## config.mk

```make
export PLATFORM = sky130hd
export DESIGN_NAME = arbitrated_stream_mux
export DESIGN_NICKNAME = d
export VERILOG_FILES = /design/src/rtl/arbitrated_stream_mux.sv
export SDC_FILE = /design/constraint.sdc
export NUM_CORES = 1
export LEC_CHECK = 0
export ABC_CLOCK_PERIOD_IN_PS = 1600
export CORE_UTILIZATION = 32
export CTS_BUF_LIST = sky130_fd_sc_hd__clkbuf_16
export CTS_CLUSTER_SIZE = 12
export DETAILED_ROUTE_END_ITERATION = 10
export HOLD_SLACK_MARGIN = 0.12
export MAX_ROUTING_LAYER = met4
export PLACE_DENSITY = 0.77
export SYNTH_ARGS = -nofsm -noshare
export SYNTH_HDL_FRONTEND = slang
export SYNTH_SLANG_ARGS = --single-unit
```

## constraint.sdc

```tcl
create_clock -name i_clock -period 1.6 [get_ports i_clock]
set_clock_uncertainty 0.15 [all_clocks]
set_input_delay 0.24 -clock i_clock [delete_from_list [all_inputs] [get_ports i_clock]]
set_output_delay 0.24 -clock i_clock [all_outputs]
set_load 0.02 [all_outputs]
```

## src/rtl/arbitrated_stream_mux.sv

```systemverilog
// N:1 stream selector with valid/ready handshakes, fixed-priority or round-robin
// arbitration, and a single registered output stage tagged with the winning channel.
module arbitrated_stream_mux #(
    parameter int WIDTH     = 32,
    parameter int CHANNELS  = 4,
    parameter int SEL_WIDTH = 2,
    parameter int MODE      = 0
) (
    input  logic                      i_clock,
    input  logic                      i_reset,
    input  logic [CHANNELS-1:0]       i_in_valid,
    output logic [CHANNELS-1:0]       o_in_ready,
    input  logic [CHANNELS*WIDTH-1:0] i_in_data,
    output logic                      o_out_valid,
    input  logic                      i_out_ready,
    output logic [WIDTH-1:0]          o_out_data,
    output logic [SEL_WIDTH-1:0]      o_out_channel
);

    localparam logic [SEL_WIDTH:0]   LP_CH   = (SEL_WIDTH+1)'(CHANNELS);
    localparam logic [SEL_WIDTH-1:0] LP_LAST = SEL_WIDTH'(CHANNELS - 1);

    logic                  r_out_valid;
    logic [WIDTH-1:0]      r_out_data;
    logic [SEL_WIDTH-1:0]  r_out_channel;
    logic [SEL_WIDTH-1:0]  r_rr_ptr;

    logic                  w_can_accept;
    logic                  w_found;
    logic                  w_transfer;
    logic [SEL_WIDTH-1:0]  w_base;
    logic [SEL_WIDTH-1:0]  w_grant_idx;
    logic [CHANNELS-1:0]   w_grant;
    logic [WIDTH-1:0]      w_sel_data;

    assign w_can_accept = ~r_out_valid | i_out_ready;
    assign w_base       = (MODE == 1) ? r_rr_ptr : {SEL_WIDTH{1'b0}};
    assign w_transfer   = w_found & w_can_accept & ~i_reset;

    // Search valid channels starting at w_base, wrapping modulo CHANNELS; first hit wins.
    always_comb begin
        logic [SEL_WIDTH:0]   w_sum;
        logic [SEL_WIDTH-1:0] w_idx;
        logic                 w_hit;
        w_grant     = {CHANNELS{1'b0}};
        w_grant_idx = {SEL_WIDTH{1'b0}};
        w_found     = 1'b0;
        w_sum       = {(SEL_WIDTH+1){1'b0}};
        w_idx       = {SEL_WIDTH{1'b0}};
        w_hit       = 1'b0;
        for (int off = 0; off < CHANNELS; off++) begin
            w_sum          = {1'b0, w_base} + (SEL_WIDTH+1)'(off);
            w_sum          = (w_sum >= LP_CH) ? (w_sum - LP_CH) : w_sum;
            w_idx          = w_sum[SEL_WIDTH-1:0];
            w_hit          = ~w_found & i_in_valid[w_idx];
            w_grant[w_idx] = w_grant[w_idx] | w_hit;
            w_grant_idx    = w_hit ? w_idx : w_grant_idx;
            w_found        = w_found | w_hit;
        end
    end

    // One-hot AND-OR select of the granted channel's word.
    always_comb begin
        w_sel_data = {WIDTH{1'b0}};
        for (int k = 0; k < CHANNELS; k++) begin
            w_sel_data = w_sel_data | ({WIDTH{w_grant[k]}} & i_in_data[k*WIDTH +: WIDTH]);
        end
    end

    assign o_in_ready = w_grant & {CHANNELS{w_can_accept & ~i_reset}};

    // Output register and round-robin pointer; reset overrides any concurrent transfer.
    always_ff @(posedge i_clock) begin
        if (i_reset) begin
            r_out_valid   <= 1'b0;
            r_out_data    <= {WIDTH{1'b0}};
            r_out_channel <= {SEL_WIDTH{1'b0}};
            r_rr_ptr      <= {SEL_WIDTH{1'b0}};
        end else if (w_transfer) begin
            r_out_valid   <= 1'b1;
            r_out_data    <= w_sel_data;
            r_out_channel <= w_grant_idx;
            if (MODE == 1) begin
                r_rr_ptr <= (w_grant_idx == LP_LAST) ? {SEL_WIDTH{1'b0}}
                                                     : w_grant_idx + SEL_WIDTH'(1);
            end else begin
                r_rr_ptr <= {SEL_WIDTH{1'b0}};
            end
        end else if (i_out_ready) begin
            r_out_valid   <= 1'b0;
        end else begin
            r_out_valid   <= r_out_valid;
        end
    end

    assign o_out_valid   = r_out_valid;
    assign o_out_data    = r_out_data;
    assign o_out_channel = r_out_channel;

endmodule
```

# Word level (Yosys, flattened, before mapping)
# Index checks and enable logic that the tools add are counted.
# word_totals
register_bits,35
latchBits,0
ramBits,0
romBits,0
in_bits,135
output_inout_bits,39
mem_count,0
# op_classes
add_sub_neg,0
mul,0
n_div,0
magnitude_cmp,0
n_eq_ne,0
n_shift,0
muxes,5
bitwise,23
reduce_logical,1
# ops
op,count
$and A32 B32 Y32,4
$or A32 B32 Y32,3
$and A1 B1 Y1,6
$not A1 Y1,5
$and A4 B4 Y4,1
$mux W2,2
$or A1 B1 Y1,4
$mux W1,3
$reduce_bool A2 Y1,1

# Logic depth before layout (Yosys ltp)
# logic_depth
word_depth,12
mapped_depth,6

# Worst setup path after synthesis
# OpenSTA, ideal clock, no wires.
# synth_path
kind,register to output
from,register r_out_valid (netlist: o_out_valid)
to,output port o_in_ready[1]
arrival_ns,1.586
required_time_ns,1.210
slack_ns,-0.376
path_stages_with_launch,5
path_cell_list,dfxtp_1 > nor2b_1 > clkbuf_2 > clkbuf_1 > nor4b_1
# synth_between
elab_chain_len,4
# synth_rtl
item,line,text
start: declaration,23,logic r_out_valid;
start signal: assignment,92,r_out_valid <= r_out_valid;
$not A1 Y1,36,assign w_can_accept = ~r_out_valid | i_out_ready;
$or A1 B1 Y1,36,
$and A1 B1 Y1,70,assign o_in_ready = w_grant & {CHANNELS{w_can_accept & ~i_reset}};
$and A4 B4 Y4,70,
end: declaration,12,"output logic [CHANNELS-1:0] o_in_ready,"
# Every way passes these cells.

# Worst setup path after layout
# layout_path
from,register r_out_valid (netlist: o_out_valid)
to,register r_out_data[23] (netlist: o_out_data[23])
# layout_between
elab_chain_len,4
# layout_rtl
item,line,text
$not A1 Y1,36,
$or A1 B1 Y1,36,
$and A1 B1 Y1 (2 in a row),38,assign w_transfer = w_found & w_can_accept & ~i_reset;
end signal: assignment,76,r_out_data <= {WIDTH{1'b0}};
end signal: assignment,81,r_out_data <= w_sel_data;
end: declaration,24,logic [WIDTH-1:0] r_out_data;
# Every way passes these cells.
# A chain may end at the register's enable or synchronous reset.

==> run_summary.xml <==
<?xml version="1.0" encoding="UTF-8"?>
<metrics>
  <group name="worst_setup_path">
    <metric name="critPathArrivalTime" unit="ns">1.62</metric>
    <metric name="worstSetupEndpointType" unit="">flop</metric>
    <metric name="worstPathCellList" unit="">nor2b_4 &gt; buf_4 &gt; or3_4 &gt; buf_8 &gt; a22oi_1</metric>
    <metric name="path_delay_family" unit="">simple AND/OR/NAND/NOR gates</metric>
    <metric name="timing.critical_path.buf_inv" unit="">2</metric>
    <metric name="worst-endpoint-required" unit="ns">1.64</metric>
    <metric name="slowest_stage" unit="">sky130_fd_sc_hd__or3_4</metric>
    <metric name="worstSetupPathType" unit="">flop to flop</metric>
    <metric name="crit_path_start_kind" unit="">flop</metric>
    <metric name="critical_path.max_fanout" unit="">14</metric>
    <metric name="critPathMaxStageDelay" unit="ns">0.40</metric>
  </group>
  <group name="run">
    <metric name="drv.max_cap_violation_count" unit="">0</metric>
  </group>
  <group name="cells_and_area">
    <metric name="drive_above_1_share" unit="%">15.7</metric>
    <metric name="diodes" unit="">0</metric>
    <metric name="fin_area" unit="um^2">4790</metric>
    <metric name="area.growth.synth_to_final" unit="%">91.7</metric>
    <metric name="design.final.nets" unit="">624</metric>
    <metric name="final_core_utilization" unit="%">64.6</metric>
  </group>
  <group name="cts">
    <metric name="cts.htree.levels" unit="">2</metric>
    <metric name="cts-buffers-inserted" unit="">5</metric>
    <metric name="clock_tree_from_tritoncts" unit="">yes</metric>
    <metric name="clk_transition_reported_paths" unit="ns">0.05</metric>
    <metric name="clk-insertion-delay-late" unit="ns">0.27</metric>
    <metric name="clock-root-buffer" unit="">sky130_fd_sc_hd__clkbuf_16</metric>
    <metric name="cts_hold_repair.buffers" unit="">0</metric>
    <metric name="cts_sinks" unit="">35</metric>
    <metric name="cts.path.max_buffers" unit="">2</metric>
  </group>
  <group name="logic_synthesis">
    <metric name="synth.cell_area" unit="um^2">2500</metric>
    <metric name="yosys_warnings" unit="">0</metric>
    <metric name="syn_avg_cell_area" unit="um^2">7.83</metric>
    <metric name="yosysSeqAreaShare" unit="%">28.1</metric>
    <metric name="postSynthRegisterBits" unit="">35</metric>
    <metric name="synthesis.instances" unit="">319</metric>
    <metric name="synthesized_nets" unit="">454</metric>
    <metric name="post_synth_num_cell_types" unit="">28</metric>
  </group>
  <group name="sta">
    <metric name="unrepaired_setup_endpoints_after_global_routing" unit="">yes</metric>
    <metric name="layout_worst_path_cycle_share" unit="%">99.0</metric>
    <metric name="finalHoldViolations" unit="">0</metric>
    <metric name="final-max-slew-violation-count" unit="">0</metric>
    <metric name="max_freq" unit="MHz">631</metric>
    <metric name="tightestPinTransition" unit="ns">0.519</metric>
    <metric name="timing.hold.ws" unit="ns">0.289</metric>
    <metric name="worst_rel_slew_slack" unit="%">65.4</metric>
    <metric name="period_needed" unit="ns">1.58</metric>
    <metric name="setup_violators_final" unit="">0</metric>
    <metric name="setup-tns-final" unit="ns">0</metric>
  </group>
  <group name="routing">
    <metric name="drc" unit="">0</metric>
    <metric name="route.detailed.wl_per_inst" unit="um">15.9</metric>
    <metric name="vias" unit="">3113</metric>
    <metric name="route.antenna.remaining_nets" unit="">0</metric>
    <metric name="firstDrtPassIters" unit="">4</metric>
    <metric name="totalWireLength" unit="um">9340</metric>
    <metric name="vias_per_cell" unit="">5.29</metric>
    <metric name="iteration_0_drc_count_of_the_detailed_router" unit="">78</metric>
  </group>
  <group name="global_routing">
    <metric name="global_route.usage.total" unit="%">22.5</metric>
    <metric name="first_global_vias" unit="">2973</metric>
    <metric name="antenna_found_initial" unit="">0</metric>
    <metric name="grt-ovfl-total" unit="">0</metric>
    <metric name="pin_count_of_the_biggest_net_entering_global_routing" unit="">55</metric>
    <metric name="grt_first_pass_wirelength" unit="um">14600</metric>
  </group>
  <group name="die">
    <metric name="core_region_area" unit="um^2">7410</metric>
    <metric name="std_cell_rows" unit="">31</metric>
    <metric name="start_util" unit="%">33.7</metric>
    <metric name="die_x" unit="um">90.3</metric>
    <metric name="dieHeight" unit="um">90.3</metric>
    <metric name="die_area" unit="um^2">8160</metric>
    <metric name="io-pin-count" unit="">174</metric>
  </group>
  <group name="placement">
    <metric name="hpwl" unit="um">6810</metric>
    <metric name="placed_cell_area" unit="um^2">4420</metric>
    <metric name="placement.io_buffers" unit="">173</metric>
    <metric name="routabilityCongestion" unit="">0.799</metric>
  </group>
  <group name="worst_hold_path">
    <metric name="worst_hold_path_type" unit="">flop to flop</metric>
  </group>
  <group name="run_status">
    <metric name="outcome" unit="">completed</metric>
  </group>
  <group name="power_and_ir_drop">
    <metric name="power-per-cell-area" unit="nW/um^2">659</metric>
    <metric name="leakagePower" unit="nW">2.06</metric>
    <metric name="vdd_drop_max" unit="uV">362</metric>
  </group>
</metrics>
-- registers in the layout, summed over array words and instances (netlist names) --
| register | count |
|---|---|
| o_out_channel | 2 |
| o_out_valid | 1 |
| o_out_data | 32 |
-- final timing paths --
kind / startpoint / end / slack, ns / cells after the start
worst max-delay path: o_out_valid$_SDFFE_PP0P_ / o_out_data[23]$_SDFFE_PP0P_ / 0.02 / 5
worst max register to register: o_out_valid$_SDFFE_PP0P_ / o_out_data[23]$_SDFFE_PP0P_ / 0.02 / 5
worst min-delay path: o_out_channel[1]$_SDFFE_PP0P_ / o_out_channel[1]$_SDFFE_PP0P_ / 0.29 / 2
worst min register to register: o_out_channel[1]$_SDFFE_PP0P_ / o_out_channel[1]$_SDFFE_PP0P_ / 0.29 / 2
-- worst register-to-register path, cell delays in order (launching register included) --
cell	delay, ns
sky130_fd_sc_hd__dfxtp_2	0.33
sky130_fd_sc_hd__nor2b_4	0.14
sky130_fd_sc_hd__buf_4	0.15
sky130_fd_sc_hd__or3_4	0.40
sky130_fd_sc_hd__buf_8	0.17
sky130_fd_sc_hd__a22oi_1	0.17
-- cells in the mapped netlist, drive strengths merged --
| cell | number | area, um^2 |
|---|---|---|
| clkinv | 1 | 3.75 |
| dfxtp | 35 | 701 |
| clkbuf | 22 | 85.1 |
| a22oi | 32 | 245 |
| or3 | 1 | 6.26 |
| nor4 | 1 | 21.3 |
| nor2 | 2 | 7.51 |
| and3 | 2 | 12.5 |
| o21ai | 2 | 10.0 |
| a2111oi | 32 | 287 |
| a22o | 32 | 280 |
| nor2b | 2 | 12.5 |
| nand3b | 32 | 240 |
| nor4b | 2 | 32.5 |
| nand2 | 33 | 124 |
| o211a | 1 | 10.0 |
| nand2b | 1 | 6.26 |
| nor3 | 1 | 5.00 |
| buf | 18 | 114 |
| a21oi | 34 | 170 |
| inv | 33 | 124 |
-- logic make-up after synthesis --
family	share of synthesized area (%)
DFF	28.1
and+or+nand+nor	18.7
buffers and inverters	13.1
AOI/OAI and AO/OA	40.1
-- cells in the final DEF, fill, tap and decap left out, types with 23 or more instances in the layout --
cell type                         instances
sky130_fd_sc_hd__clkdlybuf4s50_1        129
sky130_fd_sc_hd__inv_1                   34
sky130_fd_sc_hd__a21oi_1                 34
sky130_fd_sc_hd__dfxtp_1                 34
sky130_fd_sc_hd__nand2_1                 33
sky130_fd_sc_hd__nand3b_1                32
sky130_fd_sc_hd__a22o_1                  32
sky130_fd_sc_hd__dlygate4sd2_1           31
sky130_fd_sc_hd__a22oi_1                 26
sky130_fd_sc_hd__buf_4                   23
-- power by group --
| group | internal, W | total [W] | leakage [nW] | switching (W) |
|---|---|---|---|---|
| combinational | 0.000671 | 0.00123 | 1.69 | 0.000556 |
| clock | 0.000559 | 0.000893 | 0.0701 | 0.000334 |
| sequential | 0.000983 | 0.00104 | 0.294 | 0.0000528 |
-- repair_timing --
| item | 4_1_cts | 5_1_grt |
|---|---|---|
| setup endpoints to repair | 65 | 31 |
| pin swaps | 2 | 1 |
| gates resized for setup | 89 | 36 |
| buffers inserted | 0 | 0 |
| endpoints found under the hold margin | 0 | 0 |
-- final cells by class --
class,instances,area [um^2]
Multi-Input combinational cell,210,1740
Sequential cell,35,702
Inverter,34,128
Clock buffer,5,125
Tap cell,99,124
Fill cell,637,2620
Clock inverter,3,11.3
Timing Repair Buffer,203,1950
-- routing by layer --
layer,global-route usage [%],routed length (um),share of wire (%)
met1,25.6,3860,41
met2,41.2,4920,53
met3,4.46,482,5.2
met4,3.90,80,0.86
met5,-,0,0
-- stage by stage --
| stage | worst slack (ns) | cells | power, W |
|---|---|---|---|
| 2_1_floorplan | 0.00192 | 319 | 0.00159 |
| 3_3_place_gp | -0.587 | 581 | 0.00224 |
| 3_5_place_dp | -0.603 | 581 | 0.00226 |
| 4_1_cts | 0.000759 | 589 | 0.00313 |
| 5_1_grt | -0.0832 | 589 | 0.00331 |
| 6_report | 0.0157 | 589 | 0.00316 |
Power figures use the tool's default switching activity.
